--- src/rtl/stage1_if_pkg.sv ---
// Shared definitions for the instruction-fetch stage.
//   RESET_PC_DEF : default first fetch address after reset
//   NOP_INST_DEF : bubble word (sll $0,$0,0)
//   if_state_t   : fetch FSM state encoding
package stage1_if_pkg;

  localparam logic [31:0] RESET_PC_DEF = 32'h0000_0000;
  localparam logic [31:0] NOP_INST_DEF = 32'h0000_0000;

  typedef enum logic [1:0] {
    FETCH = 2'd0,  // request outstanding at pc
    DRAIN = 2'd1,  // redirected while a request was pending; finish and drop it
    HOLD  = 2'd2   // word parked in skid buffer while decode is stalled
  } if_state_t;

endpackage

--- src/rtl/stage1_if_skid.sv ---
// One-entry skid buffer for the fetch stage (if_skid).
// Parks a fetched word and its PC+4 while decode is stalled.
//   clk, rst_n      : clock, asynchronous active-low reset (clears full flag)
//   load            : capture word_in/pc4_in, mark full
//   clear           : mark empty (load wins if both asserted)
//   word_in, pc4_in : data to park
//   full            : buffer holds a valid entry
//   word, pc4       : parked entry
module stage1_if_skid
  import stage1_if_pkg::*;
(
  input  logic        clk,
  input  logic        rst_n,
  input  logic        load,
  input  logic        clear,
  input  logic [31:0] word_in,
  input  logic [31:0] pc4_in,
  output logic        full,
  output logic [31:0] word,
  output logic [31:0] pc4
);

  always_ff @(posedge clk or negedge rst_n) begin
    if (!rst_n) begin
      full <= 1'b0;
    end else if (load) begin
      full <= 1'b1;
    end else if (clear) begin
      full <= 1'b0;
    end
  end

  // Payload needs no reset: it is only observed while full is set.
  always_ff @(posedge clk) begin
    if (load) begin
      word <= word_in;
      pc4  <= pc4_in;
    end
  end

endmodule

--- src/rtl/stage1_if.sv ---
// Instruction-fetch stage with IF/ID pipeline register.
//   clk, rst_n           : clock, asynchronous active-low reset
//   stall                : hold IF/ID outputs this cycle
//   branch_taken/target  : redirect fetch, flush IF/ID
//   imem_req/addr        : registered instruction memory request
//   imem_ready/rdata     : memory handshake, data returned same cycle
//   inst, pc4_out        : registered instruction and its PC+4
//   inst_valid           : 0 when inst is a bubble
module stage1_if
  import stage1_if_pkg::*;
#(
  parameter logic [31:0] RESET_PC = RESET_PC_DEF,
  parameter logic [31:0] NOP_INST = NOP_INST_DEF
) (
  input  logic        clk,
  input  logic        rst_n,
  input  logic        stall,
  input  logic        branch_taken,
  input  logic [31:0] branch_target,
  output logic        imem_req,
  output logic [31:0] imem_addr,
  input  logic        imem_ready,
  input  logic [31:0] imem_rdata,
  output logic [31:0] inst,
  output logic [31:0] pc4_out,
  output logic        inst_valid
);

  if_state_t   state, state_n;
  logic [31:0] pc, pc_n, addr_n, inst_n, pc4_n;
  logic        valid_n, req_n;
  logic        skid_load, skid_clear, skid_full;
  logic [31:0] skid_word, skid_pc4;
  logic [31:0] pc_plus4, target;
  logic        xfer;

  assign pc_plus4 = pc + 32'd4;
  assign target   = {branch_target[31:2], 2'b00};
  // A transfer only exists when our own registered request is up.
  assign xfer     = imem_req & imem_ready;

  stage1_if_skid u_skid (
    .clk     (clk),
    .rst_n   (rst_n),
    .load    (skid_load),
    .clear   (skid_clear),
    .word_in (imem_rdata),
    .pc4_in  (pc_plus4),
    .full    (skid_full),
    .word    (skid_word),
    .pc4     (skid_pc4)
  );

  always_comb begin
    state_n    = state;
    pc_n       = pc;
    addr_n     = imem_addr;
    inst_n     = inst;
    pc4_n      = pc4_out;
    valid_n    = inst_valid;
    skid_load  = 1'b0;
    skid_clear = 1'b0;
    case (state)
      FETCH: begin
        if (branch_taken) begin
          inst_n  = NOP_INST;
          valid_n = 1'b0;
          pc_n    = target;
          // A pending request must complete at its original address.
          if (imem_req && !imem_ready) state_n = DRAIN;
          else                         addr_n  = target;
        end else if (xfer) begin
          pc_n   = pc_plus4;
          addr_n = pc_plus4;
          if (stall) begin
            skid_load = 1'b1;
            state_n   = HOLD;
          end else begin
            inst_n  = imem_rdata;
            pc4_n   = pc_plus4;
            valid_n = 1'b1;
          end
        end else if (!stall) begin
          inst_n  = NOP_INST;
          valid_n = 1'b0;
        end
      end
      DRAIN: begin
        if (branch_taken) begin
          inst_n  = NOP_INST;
          valid_n = 1'b0;
          pc_n    = target;
        end else if (!stall) begin
          inst_n  = NOP_INST;
          valid_n = 1'b0;
        end
        // Stale word is dropped; restart at the newest redirect address.
        if (xfer) begin
          state_n = FETCH;
          addr_n  = branch_taken ? target : pc;
        end
      end
      HOLD: begin
        if (branch_taken) begin
          inst_n     = NOP_INST;
          valid_n    = 1'b0;
          pc_n       = target;
          addr_n     = target;
          skid_clear = 1'b1;
          state_n    = FETCH;
        end else if (!stall && skid_full) begin
          inst_n     = skid_word;
          pc4_n      = skid_pc4;
          valid_n    = 1'b1;
          addr_n     = pc;
          skid_clear = 1'b1;
          state_n    = FETCH;
        end
      end
      default: state_n = FETCH;
    endcase
    req_n = (state_n != HOLD);
  end

  always_ff @(posedge clk or negedge rst_n) begin
    if (!rst_n) begin
      state      <= FETCH;
      pc         <= RESET_PC;
      imem_addr  <= RESET_PC;
      imem_req   <= 1'b0;
      inst       <= NOP_INST;
      pc4_out    <= 32'd0;
      inst_valid <= 1'b0;
    end else begin
      state      <= state_n;
      pc         <= pc_n;
      imem_addr  <= addr_n;
      imem_req   <= req_n;
      inst       <= inst_n;
      pc4_out    <= pc4_n;
      inst_valid <= valid_n;
    end
  end

endmodule
--- config.mk ---
export PLATFORM = sky130hd
export DESIGN_NAME = stage1_if
export DESIGN_NICKNAME = d
export VERILOG_FILES = /design/src/rtl/stage1_if_pkg.sv /design/src/rtl/stage1_if_skid.sv /design/src/rtl/stage1_if.sv
export SDC_FILE = /design/constraint.sdc
export NUM_CORES = 1
export LEC_CHECK = 0
export ABC_AREA = 1
export BUFFER_PORTS_ARGS = -buffer_cell sky130_fd_sc_hd__buf_4
export CORE_MARGIN = 2
export CORE_UTILIZATION = 55
export CTS_CLUSTER_SIZE = 24
export DETAILED_ROUTE_END_ITERATION = 8
export PLACE_DENSITY = 0.87
export SETUP_SLACK_MARGIN = 0.2
export SYNTH_ARGS = -nofsm -noshare
export SYNTH_HDL_FRONTEND = slang
export SYNTH_SLANG_ARGS = --single-unit
--- constraint.sdc ---
create_clock -name clk -period 3.4 [get_ports clk]
set_input_delay 0.68 -clock clk [delete_from_list [all_inputs] [get_ports clk]]
set_output_delay 0.68 -clock clk [all_outputs]
set_load 0.02 [all_outputs]
* Yosys cells after proc, flatten, opt, wreduce, memory -nomap -nowiden *
Cells that the tools add are included.

storage, ports and cells
  register bits after elaboration = 197
  bits in latches = 0
  bits in writable memories = 0
  memory bits (read-only) = 0
  input port bits = 69
  output and inout port bits = 98
  logic and storage cells = 88
  memories kept = 0

cells by class
  add/sub/neg operators = 1
  multipliers = 0
  divide/modulo/power cells = 0
  order comparisons = 0
  eq/ne operators = 13
  shift operators = 0
  muxes and demuxes = 49
  bitwise operators = 1
  reduce and logical (&&, ||, !) cells = 14

operators by type and width
  cell                   number
  $mux 32                20
  $pmux 32 s3            2
  $pmux 32 s2            2
  $add 32x3->32 const B  1
  $mux 1                 16
  $mux 2                 7
  $ne 2x2->1 const B     7
  $ne 3x3->1 const B     3
  $pmux 2 s3             1
  $reduce_and 6->1       1
  $reduce_bool 2->1      3
  $reduce_and 5->1       1
  $ne 4x4->1 const B     1
  $pmux 1 s3             1
  $reduce_and 3->1       1
  $reduce_bool 3->1      1
  $eq 2x1->1 const B     1
  $eq 2x2->1 const B     1
  $logic_and 1x1->1      2
  $logic_not 1->1        2
  $logic_not 2->1        1
  $reduce_and 2->1       1
  $reduce_or 2->1        1
  $and 1x1->1            1

* Depth between registers and ports, before layout *
Gate-level depths: netlist of run 1.

  depth after elaboration = 7
  gate-level depth with buffers = 12
  depth with buffers taken out = 12

* Cells and area by module *
Synthesis of run 1 repeated with hierarchy kept, for this count alone.

second synthesis, totals
  cell total of the unflattened synthesis = 1115
  area, all modules = 9663.0 um^2

by module, submodules not included
  module          instances  cells an instance  area an instance (um^2)  seq. area each (um^2)
  stage1_if       1          1046               7701.1                   3303.2
  stage1_if_skid  1          69                 1961.9                   1946.9

* Worst setup path before layout of run 1 *
OpenSTA, ideal clock, no wires.

  kind = input-to-reg
  from = in branch_taken
  to = reg u_skid.pc4[0], enable pin
  setup time = 0.418 ns
  data arrival time = 2.313 ns
  required time = 2.982 ns
  slack = 0.669 ns
  stages on the path = 5
  buffers on the path = 0
  cell sequence = inv_2 -> nand2_1 -> inv_2 -> nand3_1 -> inv_1

on the way
  longest elaborated chain between the ends = 2

RTL lines
  item                    RTL line              text
  start: declaration      stage1_if.sv:18       input logic branch_taken,
  $mux 1                  stage1_if.sv:65       if (branch_taken) begin
  $mux 1                  stage1_if.sv:63       case (state)
  via skid_load           stage1_if.sv:32       logic skid_load, skid_clear, skid_full;
  end signal: assignment  stage1_if_skid.sv:37  pc4 <= pc4_in;
  end: declaration        stage1_if_skid.sv:20  output logic [31:0] pc4

The timed path passes the listed nets, and every way through them passes these cells.
A chain may end at the register's enable or synchronous reset.

* Final worst setup path of run 1 *
  from = reg state[0]
  to = reg inst[0]

on the way
  longest elaborated chain between the ends = 3
  elaborated cells between the ends (all ways) = 8
  those cells by class = eq/ne (4); mux (1); reduce/logical (3)

RTL lines
  item                                                 RTL line          text
  start: declaration                                   stage1_if.sv:29   if_state_t state, state_n;
  start signal: assignment                             stage1_if.sv:135  state <= state_n;
  $eq 2x2->1 (tied with other cells)                   stage1_if.sv:63
  $ne 3x3->1 (no source line) (tied with other cells)  n/a
  $reduce_and 3->1 (no source line)                    n/a
  end signal: assignment                               stage1_if.sv:139  inst <= inst_n;
  end: declaration                                     stage1_if.sv:24   output logic [31:0] inst,

Several ways; a longest one is shown, not always the timed one.

==> report_table.html, run 1 <==
<table>
<tr><th>Metric</th><th>Value</th></tr>
<tr><th colspan="2">Finish</th></tr>
<tr><td>Ratio of cells with drive above 1 in the final layout</td><td>19.75%</td></tr>
<tr><td>Inserted Diodes</td><td>0</td></tr>
<tr><td>Sequential cell area</td><td>5250 um^2</td></tr>
<tr><td>Area used by multi-input combinational logic</td><td>3583 um^2</td></tr>
<tr><td>Relative area change from synthesis to final layout</td><td>21.20%</td></tr>
<tr><td>Number of fillers in the final layout</td><td>1355</td></tr>
<tr><td>Cell area after layout</td><td>11530 um^2</td></tr>
<tr><td>Number of nets in the final layout</td><td>1322</td></tr>
<tr><th colspan="2">Detailed routing</th></tr>
<tr><td>Total number of vias</td><td>8324</td></tr>
<tr><td>First-iteration detailed-routing DRC count</td><td>682</td></tr>
<tr><td>Via density</td><td>5.602</td></tr>
<tr><td>Avg WL per Cell</td><td>16.97 um</td></tr>
<tr><td>Number of iterations in the first detailed-routing pass</td><td>6</td></tr>
<tr><td>Total routed wirelength</td><td>25220 um</td></tr>
<tr><td>Remaining number of nets flagged by the antenna check after routing</td><td>0</td></tr>
<tr><td>Detailed-route DRC error count</td><td>0</td></tr>
<tr><th colspan="2">Synth</th></tr>
<tr><td>Number of enable flip-flop cells after synthesis</td><td>64</td></tr>
<tr><td>Cell with the most instances after synthesis</td><td>nand2_1</td></tr>
<tr><td>Synth Net Count</td><td>between 1k and 1.5k</td></tr>
<tr><td>Largest cells by area after synthesis</td><td>dfrtp_1 (35%), edfxtp_1 (20%), nand2_1 (13%)</td></tr>
<tr><td>Syn Area/Cell</td><td>8.622 um^2</td></tr>
<tr><td>Top-area cell type share of the netlist area</td><td>approximately a third</td></tr>
<tr><td>Share of flip-flops with an asynchronous set or reset after synthesis</td><td>67.51%</td></tr>
<tr><td>Post-Synthesis Cell Area</td><td>roughly 9500 um^2</td></tr>
<tr><td>Seq/Total Area, Yosys</td><td>55.20%</td></tr>
<tr><td>Number of instances in the synthesized netlist</td><td>1103</td></tr>
<tr><td>Top cell type by total area after synthesis</td><td>dfrtp_1</td></tr>
<tr><td>Synth Warn #</td><td>0</td></tr>
<tr><td>Commonest cells in the netlist</td><td>nand2_1 (317), dfrtp_1 (133), nor2_1 (107), inv_1 (102), a21oi_1 (95)</td></tr>
<tr><td>Number of synthesized register bits</td><td>197</td></tr>
<tr><td>Unique cell type count in the Yosys netlist</td><td>35</td></tr>
<tr><td>Ys flop type</td><td>dfrtp_1</td></tr>
<tr><th colspan="2">Clocking</th></tr>
<tr><td>CTS buffer count</td><td>17</td></tr>
<tr><td>Number of levels in the clock H-tree</td><td>4</td></tr>
<tr><td>Hold_buf cts</td><td>0</td></tr>
<tr><td>Root Driver</td><td>clkbuf_16</td></tr>
<tr><td>Post-CTS Setup Inserts</td><td>0</td></tr>
<tr><td>Clock transition time at the flip-flop clock pins of the worst setup and hold paths</td><td>~0.070 ns</td></tr>
<tr><td>Number of clock sinks</td><td>197</td></tr>
<tr><td>Maximum buffer depth of the clock tree</td><td>2</td></tr>
<tr><td>Clock tree from TritonCTS</td><td>yes</td></tr>
<tr><td>Clock insertion delay at the later pin of the skew report</td><td>0.44 ns</td></tr>
<tr><td>Post-cts resize count</td><td>0</td></tr>
<tr><th colspan="2">Outcome</th></tr>
<tr><td>Outcome</td><td>finished clean</td></tr>
<tr><th colspan="2">Power and ir drop</th></tr>
<tr><td>Maximum VDD drop</td><td>0.0005022 V</td></tr>
<tr><td>P_leak</td><td>0.005389 uW</td></tr>
<tr><td>Power density cells</td><td>1015 nW/um^2</td></tr>
<tr><th colspan="2">Floorplanning</th></tr>
<tr><td>Die Y</td><td>135.5 um</td></tr>
<tr><td>Overall die width</td><td>135.5 um</td></tr>
<tr><td>Number of top-level pins</td><td>between 150 and 200</td></tr>
<tr><td>Area of the core</td><td>17120 um^2</td></tr>
<tr><td>Starting utilization of the core area</td><td>55.56%</td></tr>
<tr><td>Count of standard-cell rows</td><td>48</td></tr>
<tr><td>Floorplan die area</td><td>approximately 18000 um^2</td></tr>
<tr><th colspan="2">Setup path</th></tr>
<tr><td>Startpoint type of the worst setup path</td><td>register</td></tr>
<tr><td>Endpoint of the worst-slack reg-to-reg timing path</td><td>inst[0]</td></tr>
<tr><td>Critical path fanouts, max</td><td>21</td></tr>
<tr><td>Worst setup EP type</td><td>register</td></tr>
<tr><td>Startpoint of the worst register-to-register path</td><td>state[0]</td></tr>
<tr><td>Largest stage delay, worst path</td><td>0.47 ns</td></tr>
<tr><td>CP required</td><td>3.74 ns</td></tr>
<tr><td>Worst setup path startpoint</td><td>state[0]</td></tr>
<tr><td>Most used cell along the critical path</td><td>inv_1</td></tr>
<tr><td>Slack of the worst reg-to-reg path</td><td>1.12 ns</td></tr>
<tr><td>Reg2Reg Depth</td><td>7</td></tr>
<tr><td>Cell chain of the critical path</td><td>inv_1, ha_1, inv_1, nand2_1, buf_4, o221ai_1, a22oi_1</td></tr>
<tr><td>Worst path slowest cell</td><td>ha_1</td></tr>
<tr><td>Data arrival time of the worst path</td><td>approximately 2.6 ns</td></tr>
<tr><td>Start-to-end type of the worst setup path</td><td>reg -&gt; reg</td></tr>
<tr><th colspan="2">Timing</th></tr>
<tr><td>Worst-case clock skew</td><td>0.01444 ns</td></tr>
<tr><td>Post-route minimum period</td><td>2.276 ns</td></tr>
<tr><td>RSZ-0062 raised after global routing</td><td>no</td></tr>
<tr><td>Final number of setup-violating endpoints</td><td>0</td></tr>
<tr><td>Count of endpoints failing hold in the final timing report</td><td>0</td></tr>
<tr><td>Peak Freq</td><td>439.4 MHz</td></tr>
<tr><td>Transition time of the tightest slew-check pin</td><td>roughly 1.1 ns</td></tr>
<tr><td>Share of the clock period used by the worst path after layout</td><td>around two thirds</td></tr>
<tr><td>Setup total negative slack</td><td>0 ns</td></tr>
<tr><td>Max Transition Viols Final</td><td>0</td></tr>
<tr><td>Worst slew margin relative to its limit</td><td>28.77%</td></tr>
<tr><th colspan="2">Global route</th></tr>
<tr><td>Final global-route overflow total</td><td>0</td></tr>
<tr><td>Global-route total usage across every layer</td><td>28.30%</td></tr>
<tr><td>Number of antenna violations at the first check in global routing</td><td>0</td></tr>
<tr><td>Via count of the first global-routing pass</td><td>8064</td></tr>
<tr><td>Largest net degree at the start of global routing</td><td>70</td></tr>
<tr><td>Global-route wire length before repair</td><td>40510 um</td></tr>
<tr><th colspan="2">Job</th></tr>
<tr><td># Max-Cap Violations</td><td>0</td></tr>
<tr><th colspan="2">Hold path</th></tr>
<tr><td>Min-Delay Path Class</td><td>in -&gt; async</td></tr>
<tr><th colspan="2">Placement</th></tr>
<tr><td>Number of buffers added on ports</td><td>164</td></tr>
<tr><td>Placed cell area</td><td>between 10000 and 15000 um^2</td></tr>
<tr><td>Placer congestion estimate</td><td>0.9376</td></tr>
<tr><td>Detailed placement HPWL</td><td>between 15000 and 20000 um</td></tr>
</table>
metal layers:
layer	wire [um]	global-route usage (%)
met1	10300	37.98
met2	12300	46.73
met4	462	8.391
met3	2162	6.098
met5	0	0
layout make-up:
class / instances / share of cell area [%]
clock buffer: 17 / 3.691
inverter: 113 / 3.680
multi-input combinational: 736 / 31.09
clock inverter: 15 / 1.487
timing repair buffer: 183 / 12.06
sequential: 197 / 45.55
tap: 225 / 2.442
stage by stage:
stage | setup WS [ns] | util, % | std cells | hold WS [ns] | total power [uW]
after global placement | 0.8842 | 63.85 | 1454 | 0.4674 | 9388
after global routing | 0.9694 | 67.34 | 1486 | 0.2916 | 12510
final | 1.124 | 67.34 | 1486 | 0.2257 | 11700
after CTS | 1.163 | 67.34 | 1486 | 0.2693 | 11690
after detailed placement | 0.7888 | 63.85 | 1454 | 0.4663 | 9609
after floorplan | 0.6690 | - | 1103 | 0.3844 | 7661
cell families after synthesis:
group	count (synthesis)	synth area share [%]
AOI/OAI and AO/OA	226	14.55
xor gates and xnor gates	15	1.539
buffers and inverters	170	7.144
and+or+nand+nor	490	20.91
DFF	197	55.20
adders and majority gates	5	0.6578
cell usage in the layout (no fill, tap or decap), drive strengths merged, types with 4 or more instances in the layout:
cell and count:
clkinv 5, xnor2 8, xor2 7, dfrtp 133, nand2 324, a21oi 97
o21ai 38, nand3 47, edfxtp 64, buf 183, a31oi 5, clkbuf 17
nor2 116, o21bai 4, inv 118, ha 5, o22ai 15, a22oi 31
o221ai 31
sequential cells by signal, indices dropped and copies added (netlist names), 2 cells and up:
name         flops
pc4_out         32
u_skid.word     32
imem_addr       32
state            2
pc              32
inst            32
u_skid.pc4      32
worst max-delay path, delay by kind of cell (launching register included):
kind,cells,cell delay (ns)
buffers and inverters,3,0.54
adders and majority gates,1,0.47
and+or+nand+nor,1,0.42
DFF,1,0.39
AOI/OAI and AO/OA,2,0.36
how the worst max path moves through the flow:
stage	end	slack (ns)	depth (start not counted)
floorplan	u_skid.pc4[0]	0.67	5
global placement	inst[23]	0.88	9
detailed placement	inst[30]	0.79	9
CTS	inst[2]	1.16	7
global route	inst[0]	0.97	7
finish	inst[0]	1.12	7
power breakdown:
group	total, uW	leakage (uW)	internal, uW	switching (uW)
clock network	2050	0.000285	1110	942
logic	5640	0.00291	1960	3680
registers	4010	0.00220	3370	638
total	11700	0.00539	6440	5260
Power figures use the tool's default switching activity.
==> run 2, diff against run 1 <==
CORE_UTILIZATION = 51   (was 55)
PLACE_DENSITY = 0.85   (was 0.87)
clock period = 1.9 ns   (was 3.4 ns; I/O delays follow)
==> report_table.html, run 2 (synthesis results as in run 1) <==
<table>
<tr><th>Metric</th><th>Value</th></tr>
<tr><th colspan="2">Outcome</th></tr>
<tr><td>Outcome</td><td>finished clean (unchanged)</td></tr>
<tr><th colspan="2">Global route</th></tr>
<tr><td>Number of antenna violations at the first check in global routing</td><td>0 (unchanged)</td></tr>
<tr><td>Via count of the first global-routing pass</td><td>8175 (was 8064)</td></tr>
<tr><td>Final global-route overflow total</td><td>0 (unchanged)</td></tr>
<tr><td>Largest net degree at the start of global routing</td><td>43 (was 70)</td></tr>
<tr><td>Global-route wire length before repair</td><td>41700 um (was 40510 um)</td></tr>
<tr><td>Global-route total usage across every layer</td><td>26.52% (was 28.30%)</td></tr>
<tr><th colspan="2">Detailed routing</th></tr>
<tr><td>Remaining number of nets flagged by the antenna check after routing</td><td>0 (unchanged)</td></tr>
<tr><td>Detailed-route DRC error count</td><td>0 (unchanged)</td></tr>
<tr><td>Via density</td><td>5.762 (was 5.602)</td></tr>
<tr><td>Total routed wirelength</td><td>28130 um (was 25220 um)</td></tr>
<tr><td>Total number of vias</td><td>8851 (was 8324)</td></tr>
<tr><td>Avg WL per Cell</td><td>18.31 um (was 16.97 um)</td></tr>
<tr><td>First-iteration detailed-routing DRC count</td><td>823 (was 682)</td></tr>
<tr><td>Number of iterations in the first detailed-routing pass</td><td>8 (was 6)</td></tr>
<tr><th colspan="2">Job</th></tr>
<tr><td># Max-Cap Violations</td><td>0 (unchanged)</td></tr>
<tr><th colspan="2">Timing</th></tr>
<tr><td>Worst-case clock skew</td><td>0.01661 ns (was 0.01444 ns)</td></tr>
<tr><td>Peak Freq</td><td>556.6 MHz (was 439.4 MHz)</td></tr>
<tr><td>Transition time of the tightest slew-check pin</td><td>0.4341 ns (was 1.067 ns)</td></tr>
<tr><td>RSZ-0062 raised after global routing</td><td>yes (was no)</td></tr>
<tr><td>Max Transition Viols Final</td><td>0 (unchanged)</td></tr>
<tr><td>Setup total negative slack</td><td>0 ns (unchanged)</td></tr>
<tr><td>Post-route minimum period</td><td>1.797 ns (was 2.276 ns)</td></tr>
<tr><td>Worst slew margin relative to its limit</td><td>70.96% (was 28.77%)</td></tr>
<tr><td>Count of endpoints failing hold in the final timing report</td><td>0 (unchanged)</td></tr>
<tr><td>Final number of setup-violating endpoints</td><td>0 (unchanged)</td></tr>
<tr><td>Share of the clock period used by the worst path after layout</td><td>94.57% (was 66.94%)</td></tr>
<tr><th colspan="2">Setup path</th></tr>
<tr><td>Worst setup EP type</td><td>register (unchanged)</td></tr>
<tr><td>Startpoint type of the worst setup path</td><td>register (unchanged)</td></tr>
<tr><td>Largest stage delay, worst path</td><td>0.42 ns (was 0.47 ns)</td></tr>
<tr><td>CP required</td><td>2.26 ns (was 3.74 ns)</td></tr>
<tr><td>Start-to-end type of the worst setup path</td><td>reg -&gt; reg (unchanged)</td></tr>
<tr><td>Data arrival time of the worst path</td><td>2.16 ns (was 2.62 ns)</td></tr>
<tr><td>Reg2Reg Depth</td><td>9 (was 7)</td></tr>
<tr><td>Worst path slowest cell</td><td>dfrtp_2 (was ha_1)</td></tr>
<tr><td>Critical path fanouts, max</td><td>6 (was 21)</td></tr>
<tr><td>Cell chain of the critical path</td><td>ha_4, nand2_4, nor2_4, nand2_4, nor2_4, buf_6, xor2_4, nand2_1, a21oi_1 (was inv_1, ha_1, inv_1, nand2_1, buf_4, o221ai_1, a22oi_1)</td></tr>
<tr><td>Slack of the worst reg-to-reg path</td><td>0.10 ns (was 1.12 ns)</td></tr>
<tr><th colspan="2">Placement</th></tr>
<tr><td>Detailed placement HPWL</td><td>17690 um (was 17140 um)</td></tr>
<tr><td>Placer congestion estimate</td><td>0.9382 (was 0.9376)</td></tr>
<tr><td>Number of buffers added on ports</td><td>164 (unchanged)</td></tr>
<tr><td>Count of placed standard cells including taps</td><td>1471 (was 1454)</td></tr>
<tr><th colspan="2">Finish</th></tr>
<tr><td>Inserted Diodes</td><td>0 (unchanged)</td></tr>
<tr><td>Relative area change from synthesis to final layout</td><td>31.33% (was 21.20%)</td></tr>
<tr><td>Number of fillers in the final layout</td><td>1325 (was 1355)</td></tr>
<tr><td>Post-layout instance count excluding filler cells</td><td>1536 (was 1486)</td></tr>
<tr><td>Post-Route Utilization</td><td>68.82% (was 67.34%)</td></tr>
<tr><td>Highest-count cells in the layout ignoring fill and taps</td><td>nand2_1 (294), buf_4 (203), dfrtp_1 (120), inv_1 (96), nor2_1 (93) (was nand2_1 (317), buf_4 (181), dfrtp_1 (133), nor2_1 (106), inv_1 (101))</td></tr>
<tr><td>Commonest non-fill, non-tap cell in the layout</td><td>nand2_1 (unchanged)</td></tr>
<tr><td>Number of nets in the final layout</td><td>1368 (was 1322)</td></tr>
<tr><td>Ratio of cells with drive above 1 in the final layout</td><td>28.46% (was 19.75%)</td></tr>
<tr><th colspan="2">Clocking</th></tr>
<tr><td>Root Driver</td><td>clkbuf_16 (unchanged)</td></tr>
<tr><td>Clock tree from TritonCTS</td><td>yes (unchanged)</td></tr>
<tr><td>Clock insertion delay at the later pin of the skew report</td><td>0.44 ns (about the same)</td></tr>
<tr><td>CTS buffer count</td><td>17 (unchanged)</td></tr>
<tr><td>Number of clock sinks</td><td>197 (unchanged)</td></tr>
<tr><td>Number of levels in the clock H-tree</td><td>4 (unchanged)</td></tr>
<tr><td>Clock transition time at the flip-flop clock pins of the worst setup and hold paths</td><td>0.08 ns (was 0.07 ns)</td></tr>
<tr><td>Maximum buffer depth of the clock tree</td><td>2 (unchanged)</td></tr>
<tr><th colspan="2">Power and ir drop</th></tr>
<tr><td>Power density cells</td><td>1849 nW/um^2 (was 1015 nW/um^2)</td></tr>
<tr><td>P_leak</td><td>0.005770 uW (was 0.005389 uW)</td></tr>
<tr><td>Maximum VDD drop</td><td>0.001025 V (was 0.0005022 V)</td></tr>
<tr><th colspan="2">Floorplanning</th></tr>
<tr><td>Starting utilization of the core area</td><td>52.41% (was 55.56%)</td></tr>
<tr><td>Overall die width</td><td>140.6 um (was 135.5 um)</td></tr>
<tr><td>Floorplan die area</td><td>19760 um^2 (was 18360 um^2)</td></tr>
<tr><td>Area of the core</td><td>18150 um^2 (was 17120 um^2)</td></tr>
<tr><td>Number of top-level pins</td><td>167 (unchanged)</td></tr>
<tr><td>Die Y</td><td>140.6 um (was 135.5 um)</td></tr>
<tr><td>Count of standard-cell rows</td><td>49 (was 48)</td></tr>
<tr><th colspan="2">Hold path</th></tr>
<tr><td>Min-Delay Path Class</td><td>in -&gt; reg (was in -&gt; async)</td></tr>
<tr><td>Hold Path Cell Cnt</td><td>1</td></tr>
</table>
[run 2: changes by cell type in the layout (fill, tap and decap cells not counted), moves of 9 or more]
cell | before | now
nand2_1 | 317 | 294
buf_4 | 181 | 203
nand2_2 | 6 | 26
buf_12 | 1 | 16
dfrtp_1 | 133 | 120
dfrtp_2 | 0 | 13
nor2_1 | 106 | 93
nor2_2 | 4 | 13
[run 2: path summary, 6_finish.rpt]
path	end	startpoint
min in group asynchronous	pc[15]	rst_n
hold reg to reg	imem_addr[20]	imem_addr[20]
max in group asynchronous	inst[22]	rst_n
setup / recovery	pc4_out[18]	pc[2]
setup reg to reg	pc4_out[18]	pc[2]
hold / removal	u_skid.word[13]	imem_rdata[13]
[run 2: final cells by class]
cell class,instances,area [um^2],share of cell area [%]
clock buffer,18,429.2,3.436
inverter,113,434.2,3.476
timing repair buffer,229,2014,16.13
tap,229,286.5,2.294
sequential,197,5266,42.17
multi-input combinational,736,3877,31.05
clock inverter,14,181.4,1.453
[run 2: routing by layer]
metal  track usage (%)  vias up  share of wire (%)
met3             4.786       79                9.1
met4             8.684        0                2.7
met5                 0        -                  0
li1                  -     4035                  -
met1             35.86     4222                 39
met2             43.78      515                 49
[run 2: where the power goes]
group          switching, uW  total [uW]  internal [uW]
Combinational           7400       12200           4780
Clock                   1790        3700           1900
Sequential              1160        7210           6050
Total                  10400       23100          12700
[run 2: critical path, delay by kind of cell (launching register included)]
family,cells,cell delay (ns)
xor gates and xnor gates,1,0.17
and+or+nand+nor,5,0.68
buffers and inverters,1,0.16
DFF,1,0.42
adders and majority gates,1,0.17
AOI/OAI and AO/OA,1,0.12
[run 2: through the flow]
stage	worst slack (ns)	power, uW	hold WS [ns]	instance area, um^2
after floorplan	-0.1062	13780	0.08441	9554
after global placement	0.06918	17520	0.3362	11250
after detailed placement	-0.0005708	17910	0.3325	11250
after CTS	0.1330	21840	0.1175	11970
after global routing	0.03671	24430	0.1155	12490
final	0.1032	23090	0.1276	12490
[run 2: what timing repair did]
action / in CTS / in global routing
resized for setup: 25 / 73
endpoints found under the hold margin: 36 / 0
setup buffers: 3 / 25
gates cloned: 0 / 4
pin swaps: 13 / 26
hold buffers: 1 / 0
endpoints found under the setup margin: 82 / 120
